## src/rtl/sig_sweep_ctrl_pkg.sv

```systemverilog
// Shared types for the sweep controller: mode encoding,
// the select triple and the odometer step.
package sig_ctrl_pkg;

    localparam int SEL_W = 2;

    typedef enum logic [1:0] {
        MANUAL,
        AUTO_RUN,
        AUTO_HOLD
    } mode_t;

    typedef struct packed {
        logic [SEL_W-1:0] am;
        logic [SEL_W-1:0] wave;
        logic [SEL_W-1:0] freq;
    } sel_t;

    function automatic sel_t odo_step(sel_t s);
        sel_t n;
        n = s;
        n.freq = s.freq + 1'b1;
        if (s.freq == '1) begin
            n.wave = s.wave + 1'b1;
            if (s.wave == '1)
                n.am = s.am + 1'b1;
        end
        return n;
    endfunction

endpackage

```

## src/rtl/sig_sweep_ctrl_if.sv

```systemverilog
// Configuration bus from the sweep controller to the
// freq/wave/AM units.
interface sig_sweep_ctrl_if;
    import sig_ctrl_pkg::*;

    logic [SEL_W-1:0] clk_sel;
    logic [SEL_W-1:0] wave_sel;
    logic [SEL_W-1:0] am_sel;
    logic             auto_on;
    logic             step_pulse;

    modport master (
        output clk_sel, wave_sel, am_sel,
        output auto_on, step_pulse
    );

    modport slave (
        input clk_sel, wave_sel, am_sel,
        input auto_on, step_pulse
    );

endinterface

```

## src/rtl/key_debounce.sv

```systemverilog
// Key synchronizer and debouncer with a one-cycle press
// pulse on each debounced 1->0 transition.
module key_debounce #(
    parameter int DEB_CYC = 1_000_000
) (
    input  logic clk,
    input  logic rst,
    input  logic key,
    output logic press
);

    localparam int CW = $clog2(DEB_CYC);

    logic          s1, s2;
    logic          deb, deb_d;
    logic          armed;
    logic [1:0]    vld;
    logic [CW-1:0] cnt;

    // armed blocks a press until a real released sample is seen,
    // so a key held through reset yields no event.
    always_ff @(posedge clk or posedge rst) begin
        if (rst) begin
            s1    <= 1'b1;
            s2    <= 1'b1;
            deb   <= 1'b1;
            deb_d <= 1'b1;
            armed <= 1'b0;
            vld   <= '0;
            cnt   <= '0;
            press <= 1'b0;
        end else begin
            s1  <= key;
            s2  <= s1;
            vld <= {vld[0], 1'b1};
            if (vld[1] && s2)
                armed <= 1'b1;
            if (s2 == deb) begin
                cnt <= '0;
            end else if (cnt == CW'(DEB_CYC - 1)) begin
                deb <= s2;
                cnt <= '0;
            end else begin
                cnt <= cnt + 1'b1;
            end
            deb_d <= deb;
            press <= armed & deb_d & ~deb;
        end
    end

endmodule

```

## src/rtl/sig_sweep_ctrl.sv

```systemverilog
// Mode FSM, dwell timer and select registers for the
// signal generator's manual / auto / held sweep.
module sig_sweep_ctrl
    import sig_ctrl_pkg::*;
#(
    parameter int DEB_CYC   = 1_000_000,
    parameter int DWELL_CYC = 50_000_000
) (
    input  logic clk,
    input  logic rst,
    input  logic key_mode,
    input  logic key_next,
    input  logic key_am,
    sig_sweep_ctrl_if.master sel_bus
);

    localparam int DWW = $clog2(DWELL_CYC);

    logic mode_ev, next_ev, am_ev;

    key_debounce #(.DEB_CYC(DEB_CYC)) u_deb_mode (
        .clk(clk), .rst(rst), .key(key_mode), .press(mode_ev)
    );
    key_debounce #(.DEB_CYC(DEB_CYC)) u_deb_next (
        .clk(clk), .rst(rst), .key(key_next), .press(next_ev)
    );
    key_debounce #(.DEB_CYC(DEB_CYC)) u_deb_am (
        .clk(clk), .rst(rst), .key(key_am), .press(am_ev)
    );

    mode_t          state_q, state_d;
    sel_t           sel_q, sel_d;
    logic [DWW-1:0] dwell_q, dwell_d;
    logic           pulse_q;

    always_ff @(posedge clk or posedge rst) begin
        if (rst) begin
            state_q <= MANUAL;
            sel_q   <= '0;
            dwell_q <= '0;
            pulse_q <= 1'b0;
        end else begin
            state_q <= state_d;
            sel_q   <= sel_d;
            dwell_q <= dwell_d;
            pulse_q <= (sel_d != sel_q);
        end
    end

    // A mode event wins over everything else in its cycle.
    always_comb begin
        state_d = state_q;
        sel_d   = sel_q;
        dwell_d = dwell_q;
        if (mode_ev) begin
            dwell_d = '0;
            unique case (state_q)
                MANUAL:    state_d = AUTO_RUN;
                AUTO_RUN:  state_d = AUTO_HOLD;
                AUTO_HOLD: state_d = MANUAL;
                default:   state_d = MANUAL;
            endcase
        end else begin
            unique case (state_q)
                MANUAL: begin
                    dwell_d = '0;
                    if (next_ev)
                        sel_d = odo_step(sel_q);
                    else if (am_ev)
                        sel_d.am = sel_q.am + 1'b1;
                end
                AUTO_RUN: begin
                    if (dwell_q == DWW'(DWELL_CYC - 1)) begin
                        dwell_d = '0;
                        sel_d   = odo_step(sel_q);
                    end else begin
                        dwell_d = dwell_q + 1'b1;
                    end
                end
                AUTO_HOLD: begin
                    dwell_d = '0;
                    if (next_ev)
                        sel_d = odo_step(sel_q);
                end
                default: state_d = MANUAL;
            endcase
        end
    end

    assign sel_bus.clk_sel    = sel_q.freq;
    assign sel_bus.wave_sel   = sel_q.wave;
    assign sel_bus.am_sel     = sel_q.am;
    assign sel_bus.auto_on    = (state_q != MANUAL);
    assign sel_bus.step_pulse = pulse_q;

endmodule

```

## src/flat_wrapper.sv

```systemverilog
// flat-port wrapper written by rule: the top's interface ports become plain ports
module sig_sweep_ctrl_flat import sig_ctrl_pkg::*;
#(
    parameter int DEB_CYC   = 1_000_000,
    parameter int DWELL_CYC = 50_000_000
)
  (clk, rst, key_mode, key_next, key_am, sel_bus_clk_sel, sel_bus_wave_sel, sel_bus_am_sel, sel_bus_auto_on, sel_bus_step_pulse);
  sig_sweep_ctrl_if sel_bus_i ();
  input  logic clk;
  input  logic rst;
  input  logic key_mode;
  input  logic key_next;
  input  logic key_am;
  output wire logic [$bits(sel_bus_i.clk_sel)-1:0] sel_bus_clk_sel;
  output wire logic [$bits(sel_bus_i.wave_sel)-1:0] sel_bus_wave_sel;
  output wire logic [$bits(sel_bus_i.am_sel)-1:0] sel_bus_am_sel;
  output wire logic [$bits(sel_bus_i.auto_on)-1:0] sel_bus_auto_on;
  output wire logic [$bits(sel_bus_i.step_pulse)-1:0] sel_bus_step_pulse;
  assign sel_bus_clk_sel = sel_bus_i.clk_sel;
  assign sel_bus_wave_sel = sel_bus_i.wave_sel;
  assign sel_bus_am_sel = sel_bus_i.am_sel;
  assign sel_bus_auto_on = sel_bus_i.auto_on;
  assign sel_bus_step_pulse = sel_bus_i.step_pulse;
  sig_sweep_ctrl #(.DEB_CYC(DEB_CYC), .DWELL_CYC(DWELL_CYC)) u_core (.clk(clk), .rst(rst), .key_mode(key_mode), .key_next(key_next), .key_am(key_am), .sel_bus(sel_bus_i));
endmodule
```

## config.mk

```make
export PLATFORM = sky130hd
export DESIGN_NAME = sig_sweep_ctrl_flat
export DESIGN_NICKNAME = d
export VERILOG_FILES = /design/src/rtl/sig_sweep_ctrl_pkg.sv /design/src/rtl/sig_sweep_ctrl_if.sv /design/src/rtl/key_debounce.sv /design/src/rtl/sig_sweep_ctrl.sv /design/src/flat_wrapper.sv
export SDC_FILE = /design/constraint.sdc
export NUM_CORES = 1
export LEC_CHECK = 0
export CAP_MARGIN = 20
export CORE_ASPECT_RATIO = 0.9
export CORE_MARGIN = 2
export CORE_UTILIZATION = 35
export CTS_CLUSTER_SIZE = 20
export DETAILED_ROUTE_END_ITERATION = 16
export DONT_BUFFER_PORTS = 1
export HOLD_SLACK_MARGIN = 0.03
export RECOVER_POWER = 50
export SLEW_MARGIN = 25
export SYNTH_ARGS = -nofsm -noshare
export SYNTH_HDL_FRONTEND = slang
export SYNTH_SLANG_ARGS = --single-unit
```

## constraint.sdc

```tcl
create_clock -name clk -period 6.9 [get_ports clk]
set_input_delay 2.07 -clock clk [delete_from_list [all_inputs] [get_ports clk]]
set_output_delay 2.07 -clock clk [all_outputs]
set_load 0.1 [all_outputs]
```

* Yosys cells after proc, flatten, opt, wreduce, memory -nomap -nowiden
Index checks and enable logic that the tools add are counted.
** Word-level totals
- Latch bits :: 0
- Register bits after elaboration :: 119
- RAM bits :: 0
- Memories :: 0
- Bits of input ports :: 5
- Output and inout port bits :: 8
- Word-level logic and storage cells :: 94
- Memory bits (read-only) :: 0
** Cells by class
- Shifts and indexed selects :: 0
- Add/subtract/negate cells :: 7
- Reduce and logical (&&, ||, !) cells :: 11
- Multiplexer cells :: 21
- Div/mod/pow operators :: 0
- Equal/unequal tests :: 13
- $lt $le $gt $ge :: 0
- Multipliers :: 0
- Bitwise gates (word level) :: 12
** Operator list (count)
- 20-bit two-way mux :: 6
- 20-bit by 1-bit adder with 20-bit output, second input constant :: 3
- 20-bit equality test, second input constant :: 3
- 26-bit two-way mux :: 2
- 26-bit one-hot mux with 2 select lines :: 1
- 26-bit by 1-bit adder with 26-bit output, second input constant :: 1
- 26-bit equality test, second input constant :: 1
- 6-bit two-way mux :: 3
- 6-bit one-hot mux with 3 select lines :: 1
- 2-bit two-way mux :: 5
- 4-bit two-way mux :: 2
- 2-bit by 1-bit adder with 2-bit output, second input constant :: 3
- 1-bit bitwise AND :: 6
- 2-bit equality test, second input constant :: 3
- 6-bit != test :: 1
- 1-bit inverter :: 6
- 2-bit AND reduction :: 3
- 2-bit one-hot mux with 2 select lines :: 1
- 1-bit equality test :: 3
- 1-bit logical AND :: 3
- 3-bit nonzero test :: 1
- 3-bit OR reduction :: 1
- 2-bit by 1-bit equality test with 1-bit output, second input constant :: 1
- 2-bit logical NOT :: 1
- 3 further kinds :: 3

* Longest topological paths before layout
Gate-level depths: netlist (run 1).
- Depth in word-level cells :: 7
- Depth in mapped cells :: 7

* Hierarchy
From an unflattened synthesis (run 1), not the netlist that was laid out.
** Unflattened totals
- Cells, all modules :: 596
- Area, all modules :: 5908.2 sq um
** By module, submodules not included
- key_debounce :: times used 3, area each 1276.2 sq um, cells each 123
- sig_sweep_ctrl :: times used 1, area each 2079.5 sq um, cells each 227

* Worst setup path before layout (run 1)
No wires, ideal clock.
- Path kind :: flip-flop to output port
- Start :: register u_core.state_q[0]
- End :: output sel_bus_auto_on
- Slack :: 3787 ps
- Data required time :: 4830 ps
- Path buffers :: 1
- Stages on the path, launching flop included :: 3
- Arrival :: 1043 ps
- Cells stage by stage :: dfrtp_1 clkbuf_1 or2_2
** Between the ends
- Longest elaborated chain between the ends :: 1
** Ends and longest elaborated chain
- from (decl) :: RTL line sig_sweep_ctrl.sv:31 : mode_t state_q, state_d;
- from (signal assigned) :: RTL line sig_sweep_ctrl.sv:43 : state_q <= state_d;
- 2-bit nonzero test :: RTL line sig_sweep_ctrl.sv:93 : assign sel_bus.auto_on = (state_q != MANUAL);
- to (decl) :: RTL line flat_wrapper.sv:17 : output wire logic [$bits(sel_bus_i.auto_on)-1:0] sel_bus_auto_on;
Every way passes these cells.

==> impl_metrics.ini, run 1 <==
[floorplan]
start_util = 0.358
die-height_um = 123
coreArea_um2 = 15400
std_cell_rows = 43
die_x_um = 136
die_area_um2 = 16800
io_pins = 13

[synthesis]
ys_types = 56
ys_seq_area_frac = 0.524
synthCells = 556
synthFlopType = dfrtp_1
synthArstFlopShare = 1.00
yosys_warnings = 0
synth_area_um2 = 5520
synth-edff-count = 0
avgSynthCellArea_um2 = 9.93
syn-num-nets = 567
yosys_register_bits = 115

[routing]
vias = 3987
dr.pass1.iters = 4
wl_um = 10500
drc_errors = 0
ant_nets = 0
vias_per_cell = 5.14
drt_iter0_drc = 260
wl_per_cell_um = 13.6

[grt]
overflow = 0
grt_usage = 0.140
grt_pass1_vias = 3952
antenna_found_initial = 0
grt_max_degree = 63
grt_first_pass_wirelength_um = 18700

[critical_path]
cp.buffers_inverters = 2
startpoint_type = input port
reg2reg_slack_ps = 3590
timing.critical_path.cells = clkinvlp_2 -> buf_4
setup.worst_path.class = in -> async
rr_worst_depth = 6
path_max_fanout = 62
rr_startpoint = u_core.dwell_q[0]
cp-startpoint = rst
slowest_stage = clkinvlp_2
crit_family = buffers and inverters
crit_arrival_ps = 4250
end_kind = async pin
critPathMaxStageDelay_ps = 1310
cp.required_ps = 7360
timing.rr.end = u_core.dwell_q[22]

[timing]
drv_slew = 69
setup_violations = 0
maxSlewHeadroom = -0.591
period_needed_ps = 3790
skew_ps = 7.11
worst_pin_slew_ps = 2370
finalHoldViolCount = 0
setup_tns_ps = 0
rsz0062_at_grt = false
fin_crit_sh = 0.549
setup_slack_ps = 3110
fmax_ghz = 0.264

[clocking]
cts_setup_buffers = 0
cts_sinks = 115
cts_max_level = 4
post_cts_resized = 0
cts_tree = done
clock-root-buffer = clkbuf_16
cts_hold_buffers = 0
clk_pin_slew_worst_paths_ps = 50
numCtsBuffers = 17
clockBufferDepth = 2
clk_latency_ps = 410

[place]
io_buffers = 0
gp_congestion = 0.813
dp_worst_setup_slack_ps = 3510
hpwl_um = 6890

[cells_and_area]
layout_commonest_cell = dfrtp_1
area_growth_pct = 12.9
fin_nets = 571
drive_above_1_share = 0.0855
diodes = 0
layout_common_cells = dfrtp_1 (103), nor2_1 (82), nand2_1 (42)

[hold_path]
hold_class = reg -> reg
worstHoldStart = u_core.u_deb_mode.vld[0]
min_to = u_core.u_deb_am.vld[1]
hold_depth = 0

[power]
peakVddDrop_mv = 0.193
total_power_mw = 1.51
p_leak_nw = 2.59
p_per_area_nw_per_um2 = 242

[job]
maxCapViolations = 2

[run_status]
status = complete, but fails checks
violations = capacitance limit, slew limit
stage by stage:
step / instance area (µm²) / hold WS (ps) / util / instances
global route: 6230 / 360 / 0.404 / 775
CTS: 6260 / 354 / 0.405 / 775
finish: 6230 / 350 / 0.404 / 775
detailed placement: 5710 / 342 / 0.370 / 743
floorplan: 5520 / 331 / - / 556
global placement: 5710 / 333 / 0.370 / 743
how the worst max path moves through the flow:
stage	end	slack (ps)	depth (start not counted)
finish	u_core.u_deb_mode.cnt[3]	3110	2
global route	u_core.u_deb_mode.press	2590	2
CTS	sel_bus_auto_on	3360	1
detailed placement	u_core.u_deb_am.cnt[12]	3510	2
global placement	u_core.u_deb_am.cnt[11]	3560	2
floorplan	u_core.dwell_q[0]	1810	1
state kept, by name (all words and copies together) (netlist names), 2 cells and up:
signal,cells
u_core.u_deb_next.cnt,20
u_core.sel_bus.wave_sel,2
u_core.dwell_q,26
u_core.u_deb_mode.cnt,20
u_core.u_deb_am.cnt,20
u_core.sel_bus.clk_sel,2
u_core.sel_bus.am_sel,2
u_core.state_q,2
cell families (layout without fill, tap and decap cells):
group / after synthesis / after routing / synth area share
simple gates: 259 / 259 / 0.241
flops: 115 / 115 / 0.524
compound gates: 69 / 69 / 0.0782
xor+xnor: 65 / 65 / 0.103
buf+inv: 35 / 52 / 0.0274
fa+ha+maj: 6 / 6 / 0.0136
mux: 6 / 6 / 0.0118
other cells: 1 / 1 / 0.000679
report_power, final:
group          switching (mW)  internal [mW]  leakage, nW
logic                  0.0219        0.00520        0.793
clock network           0.306          0.486        0.261
registers             0.00640          0.683         1.54
total                   0.334           1.17         2.59
routing by layer:
metal,track usage,part of all wire
met1,0.181,0.47
met2,0.222,0.47
met3,0.0394,0.043
met4,0.0618,0.019
met5,0,0
synth_stat cells (11+ instances only):
library cell	count	area, µm²
xnor2_1	28	245
xor2_1	37	324
inv_1	17	63.8
nor2_1	82	308
dfstp_2	12	315
dfrtp_1	103	2580
nand4_1	16	100
nand3_1	40	200
clkbuf_1	11	41.3
a31oi_1	21	131
nand2_1	42	158
and3_1	13	81.3
a21oi_1	13	65.1
final cells by class:
type                    instances  area [µm²]
multi-input cells             406        2460
repair buffers                  2        11.3
clock inverters                11        80.1
inverters                      18        68.8
well taps                     202         253
clock buffers                  21         470
flip-flops and latches        115        2890
fillers                      1475        9210
Note: power is estimated with default switching activity, not from simulation.
==> run 2: changes to the inputs <==
==> constraint.sdc (replaced) <==
create_clock -name clk -period 3.62 [get_ports clk]
set_input_delay 1.086 -clock clk [delete_from_list [all_inputs] [get_ports clk]]
set_output_delay 1.086 -clock clk [all_outputs]
set_load 0.1 [all_outputs]
==> run 2 against run 1 <==
Effect of this change:
- the run now ends clean
- final area up 1.9%
- sequential cell count unchanged
- via count up 1.8%
- critical endpoint is now u_core.u_deb_am.s1
- utilization rose by 0.77 points
- register-to-register slack got worse by 2300 ps
- clock skew is 2.0 ps higher
- setup slack worse by 2000 ps
- total power rose by 110%
- critical path type unchanged
- clock power rose by 130%
- cell count up 0.26%
==> impl_metrics.ini, run 2 (synthesized netlist as in run 1, its figures left out) <==
[routing]
dr.pass1.iters = 5
wl_per_cell_um = 13.7
drc_errors = 0
wl_um = 10700
ant_nets = 0
vias_per_cell = 5.22
vias = 4057
drt_iter0_drc = 201

[floorplan]
coreArea_um2 = 15400
die_x_um = 136
std_cell_rows = 43
start_util = 0.358
die_area_um2 = 16800
io_pins = 13
die-height_um = 123

[clocking]
clock-root-buffer = clkbuf_16
numCtsBuffers = 17
post_cts_resized = 0
cts_sinks = 115
cts_hold_buffers = 0
cts_tree = done
clk_pin_slew_worst_paths_ps = 60
clk_latency_ps = 420
cts_max_level = 4
clockBufferDepth = 2
cts_setup_buffers = 0

[grt]
antenna_found_initial = 0
grt_pass1_vias = 4001
overflow = 0
grt_usage = 0.143
grt_max_degree = 59
grt_first_pass_wirelength_um = 18700

[critical_path]
setup.worst_path.class = in -> async
rr_worst_depth = 5
timing.critical_path.cells = clkinvlp_2 -> clkbuf_1 -> buf_4
crit_arrival_ps = 3070
path_max_fanout = 28
end_kind = async pin
crit_family = buffers and inverters
rr_startpoint = u_core.u_deb_am.cnt[0]
critPathMaxStageDelay_ps = 1130
slowest_stage = clkbuf_1
cp.required_ps = 4160
startpoint_type = input port
cp-startpoint = rst
path_depth = 3
cp.buffers_inverters = 3
reg2reg_slack_ps = 1310

[cells_and_area]
regMostFlops = u_core.dwell_q
diodes = 0
drive_above_1_share = 0.0991
fin_nets = 573
largest_reg_flops = 26
area_growth_pct = 15.1
layout_commonest_cell = dfrtp_1
layout_common_cells = dfrtp_1 (103), nor2_1 (82), nand2_1 (42)
postLayoutCellArea_um2 = 6350

[power]
p_sw_mw = 0.685
combPwrFrac = 0.017
p_per_area_nw_per_um2 = 500
p_int_mw = 2.49
power_frac_seq = 0.414
peakVddDrop_mv = 0.465
swShare = 0.216
p_leak_nw = 2.65
clkPwrFrac = 0.569

[timing]
finalHoldViolCount = 0
rsz0062_at_grt = false
worst_pin_slew_ps = 1480
period_needed_ps = 2530
fin_crit_sh = 0.700
fmax_ghz = 0.395
setup_tns_ps = 0
setup_violations = 0
maxSlewHeadroom = 0.0144
skew_ps = 9.14
drv_slew = 0

[hold_path]
hold_class = reg -> reg
worstHoldStart = u_core.u_deb_mode.vld[0]
hold_depth = 0

[run_status]
status = complete, no violations

[job]
maxCapViolations = 0

[place]
hpwl_um = 6740
gp_congestion = 0.848
dpl_cell_area_um2 = 5730
io_buffers = 0
-- run 2: changes by cell type in the layout (fill, tap and decap cells not counted), moves of 2 or more --
cell and change:
clkinv_2 -2, o21ai_0 -2, bufinv_16 +4, clkinv_4 -2
inv_6 +3, clkbuf_8 -2
-- run 2: power by group through the flow --
stage                     clock, mW  combinational [mW]  sequential (mW)
final                          1.81              0.0544             1.31
after global routing           1.91              0.0647             1.31
after CTS                      1.84              0.0595             1.31
after detailed placement          0              0.0589             1.34
after global placement            0              0.0561             1.34
after floorplan                   0              0.0424             1.33
-- run 2: per-stage QoR --
stage | hold slack [ps] | cells | utilization | setup WS, ps | power (mW)
floorplan | 331 | 556 | - | 1140 | 1.38
global placement | 332 | 744 | 0.371 | 1330 | 1.39
detailed placement | 335 | 744 | 0.371 | 1330 | 1.40
CTS | 347 | 776 | 0.412 | 1070 | 3.21
global route | 368 | 777 | 0.411 | 779 | 3.29
finish | 347 | 777 | 0.411 | 1090 | 3.17
-- run 2: per-layer routing --
metal,routed length [µm],vias up,track usage
li1,-,1950,-
met1,4940,2000,0.179
met2,5090,90,0.225
met3,449,17,0.0443
met4,191,0,0.0677
met5,0,-,0
-- run 2: path summary, 6_finish.rpt --
path | end
setup / recovery | u_core.u_deb_am.s1
hold / removal | u_core.u_deb_am.vld[1]
setup reg to reg | u_core.u_deb_am.cnt[6]
hold reg to reg | u_core.u_deb_am.vld[1]
max in group clk | sel_bus_auto_on
min in group asynchronous | u_core.u_deb_am.cnt[16]
-- run 2: cell type report --
type	count	area (µm²)
clock buffers	18	439
clock inverters	14	199
fillers	1490	9090
inverters	18	68.8
multi-input cells	406	2480
flip-flops and latches	115	2890
well taps	202	253
repair buffers	4	23.8
==> run 3: changes to the inputs <==
==> constraint.sdc (replaced) <==
create_clock -name clk -period 2.4 [get_ports clk]
set_input_delay 0.72 -clock clk [delete_from_list [all_inputs] [get_ports clk]]
set_output_delay 0.72 -clock clk [all_outputs]
set_load 0.1 [all_outputs]
==> run 3 against run 2 <==
Effect of this change:
- first-iteration DRC count decreased by 0.50%
- via count decreased by 0.79%
- largest power group unchanged
- critical path type is now reg -> reg
- utilization about the same
==> impl_metrics.ini, run 3 (synthesized netlist as in run 1, its figures left out) <==
[critical_path]
path_max_fanout = 7
slowest_stage = or4_1
reg2reg_slack_ps = 130
timing.critical_path.cells = or4_1 -> nor4_1 -> nand4b_1 -> a21oi_2 -> mux2_1
crit_arrival_ps = 2560
critPathMaxStageDelay_ps = 540
rr_startpoint = u_core.dwell_q[7]
timing.rr.end = u_core.sel_bus.wave_sel[1]
rr_worst_depth = 5
setup.worst_path.class = reg -> reg
end_kind = flip-flop
startpoint_type = flip-flop
cp.required_ps = 2690

[timing]
rsz0062_at_grt = false
drv_slew = 0
skew_ps = 6.66
maxSlewHeadroom = 0.130
fmax_ghz = 0.441
period_needed_ps = 2270
fin_crit_sh = 0.945
setup_violations = 0
worst_pin_slew_ps = 1310
setup_slack_ps = 132
finalHoldViolCount = 0
setup_tns_ps = 0

[place]
io_buffers = 0
place_inst = 757
gp_congestion = 0.831
dp_worst_setup_slack_ps = 144
hpwl_um = 6790

[floorplan]
io_pins = 13
die-height_um = 123
coreArea_um2 = 15400
die_x_um = 136
std_cell_rows = 43
die_area_um2 = 16800
start_util = 0.358

[power]
p_leak_nw = 2.67
peakVddDrop_mv = 0.516
p_per_area_nw_per_um2 = 678

[grt]
grt_max_degree = 98
overflow = 0
grt_pass1_vias = 3997
grt_first_pass_wirelength_um = 18500
antenna_found_initial = 0
grt_usage = 0.139

[clocking]
numCtsBuffers = 17
clockBufferDepth = 2
clock-root-buffer = clkbuf_16
cts_tree = done
cts_max_level = 4
cts_sinks = 115
clk_latency_ps = 410
clk_pin_slew_worst_paths_ps = 50
cts_hold_buffers = 0

[hold_path]
hold_class = in -> reg
min_to = u_core.u_deb_mode.s1
worstHoldStart = key_mode
hold_depth = 0

[cells_and_area]
area_growth_pct = 15.0
layout_commonest_cell = dfrtp_1
regMostFlops = u_core.dwell_q
final_util = 0.411
diodes = 0
fin_nets = 585
final_cells = 789
multiInputGateArea_um2 = 2480
nFillCells = 1477
largest_reg_flops = 26
layout_common_cells = dfrtp_1 (103), nor2_1 (82), nand2_1 (42)
drive_above_1_share = 0.112
seqCellArea_um2 = 2890

[routing]
drt_iter0_drc = 200
vias_per_cell = 5.10
drc_errors = 0
vias = 4025
dr.pass1.iters = 5
ant_nets = 0
wl_per_cell_um = 13.2
wl_um = 10400

[job]
maxCapViolations = 0

[run_status]
status = complete, no violations
## run 3: power by group
part	switching, mW	internal (mW)	leakage, nW
clock network	0.853	1.39	0.255
registers	0.0182	1.96	1.54
logic	0.0636	0.0179	0.879
## run 3: critical path: cells and delay by family (launching register included)
| kind | cells | cell delay [ps] |
|---|---|---|
| DFF | 1 | 450 |
| and+or+nand+nor | 3 | 1100 |
| AOI/OAI and AO/OA | 1 | 260 |
| muxes | 1 | 330 |
## run 3: worst max-delay path by stage
| stage | startpoint | end | slack [ps] | cells past startpoint |
|---|---|---|---|---|
| 2_1_floorplan | rst | u_core.dwell_q[0] | 290 | 1 |
| 3_3_place_gp | u_core.dwell_q[7] | u_core.sel_bus.wave_sel[1] | 180 | 5 |
| 3_5_place_dp | u_core.dwell_q[0] | u_core.dwell_q[15] | 140 | 6 |
| 4_1_cts | u_core.dwell_q[0] | u_core.dwell_q[23] | 140 | 6 |
| 5_1_grt | u_core.dwell_q[0] | u_core.sel_bus.am_sel[0] | 70 | 6 |
| 6_report | u_core.dwell_q[7] | u_core.sel_bus.wave_sel[1] | 130 | 5 |
## run 3: stage by stage
| step | power (mW) | hold slack, ps | instance area, µm² |
|---|---|---|---|
| 2_1_floorplan | 2.08 | 331 | 5520 |
| 3_5_place_dp | 2.11 | 336 | 5830 |
| 6_report | 4.31 | 300 | 6350 |
| 3_3_place_gp | 2.10 | 332 | 5830 |
| 5_1_grt | 4.47 | 279 | 6350 |
| 4_1_cts | 4.37 | 247 | 6360 |
## run 3: layer usage
metal	part of all wire	GRT usage	wire length, µm
met5	0	0	0
met4	0.013	0.0573	135
met3	0.032	0.0418	337
met2	0.47	0.219	4930
met1	0.48	0.180	4990
## run 3: final cells by class
cell class / instances / share of cell area
inverters: 18 / 0.0108
clock inverters: 9 / 0.00926
multi-input cells: 406 / 0.391
flip-flops and latches: 115 / 0.456
clock buffers: 23 / 0.0753
repair buffers: 16 / 0.0183
well taps: 202 / 0.0398
## run 3: what timing repair did
action                                  in CTS  in global routing
endpoints found under the setup margin       0                  2
resized for setup                            0                  1
buffers inserted                             0                  0
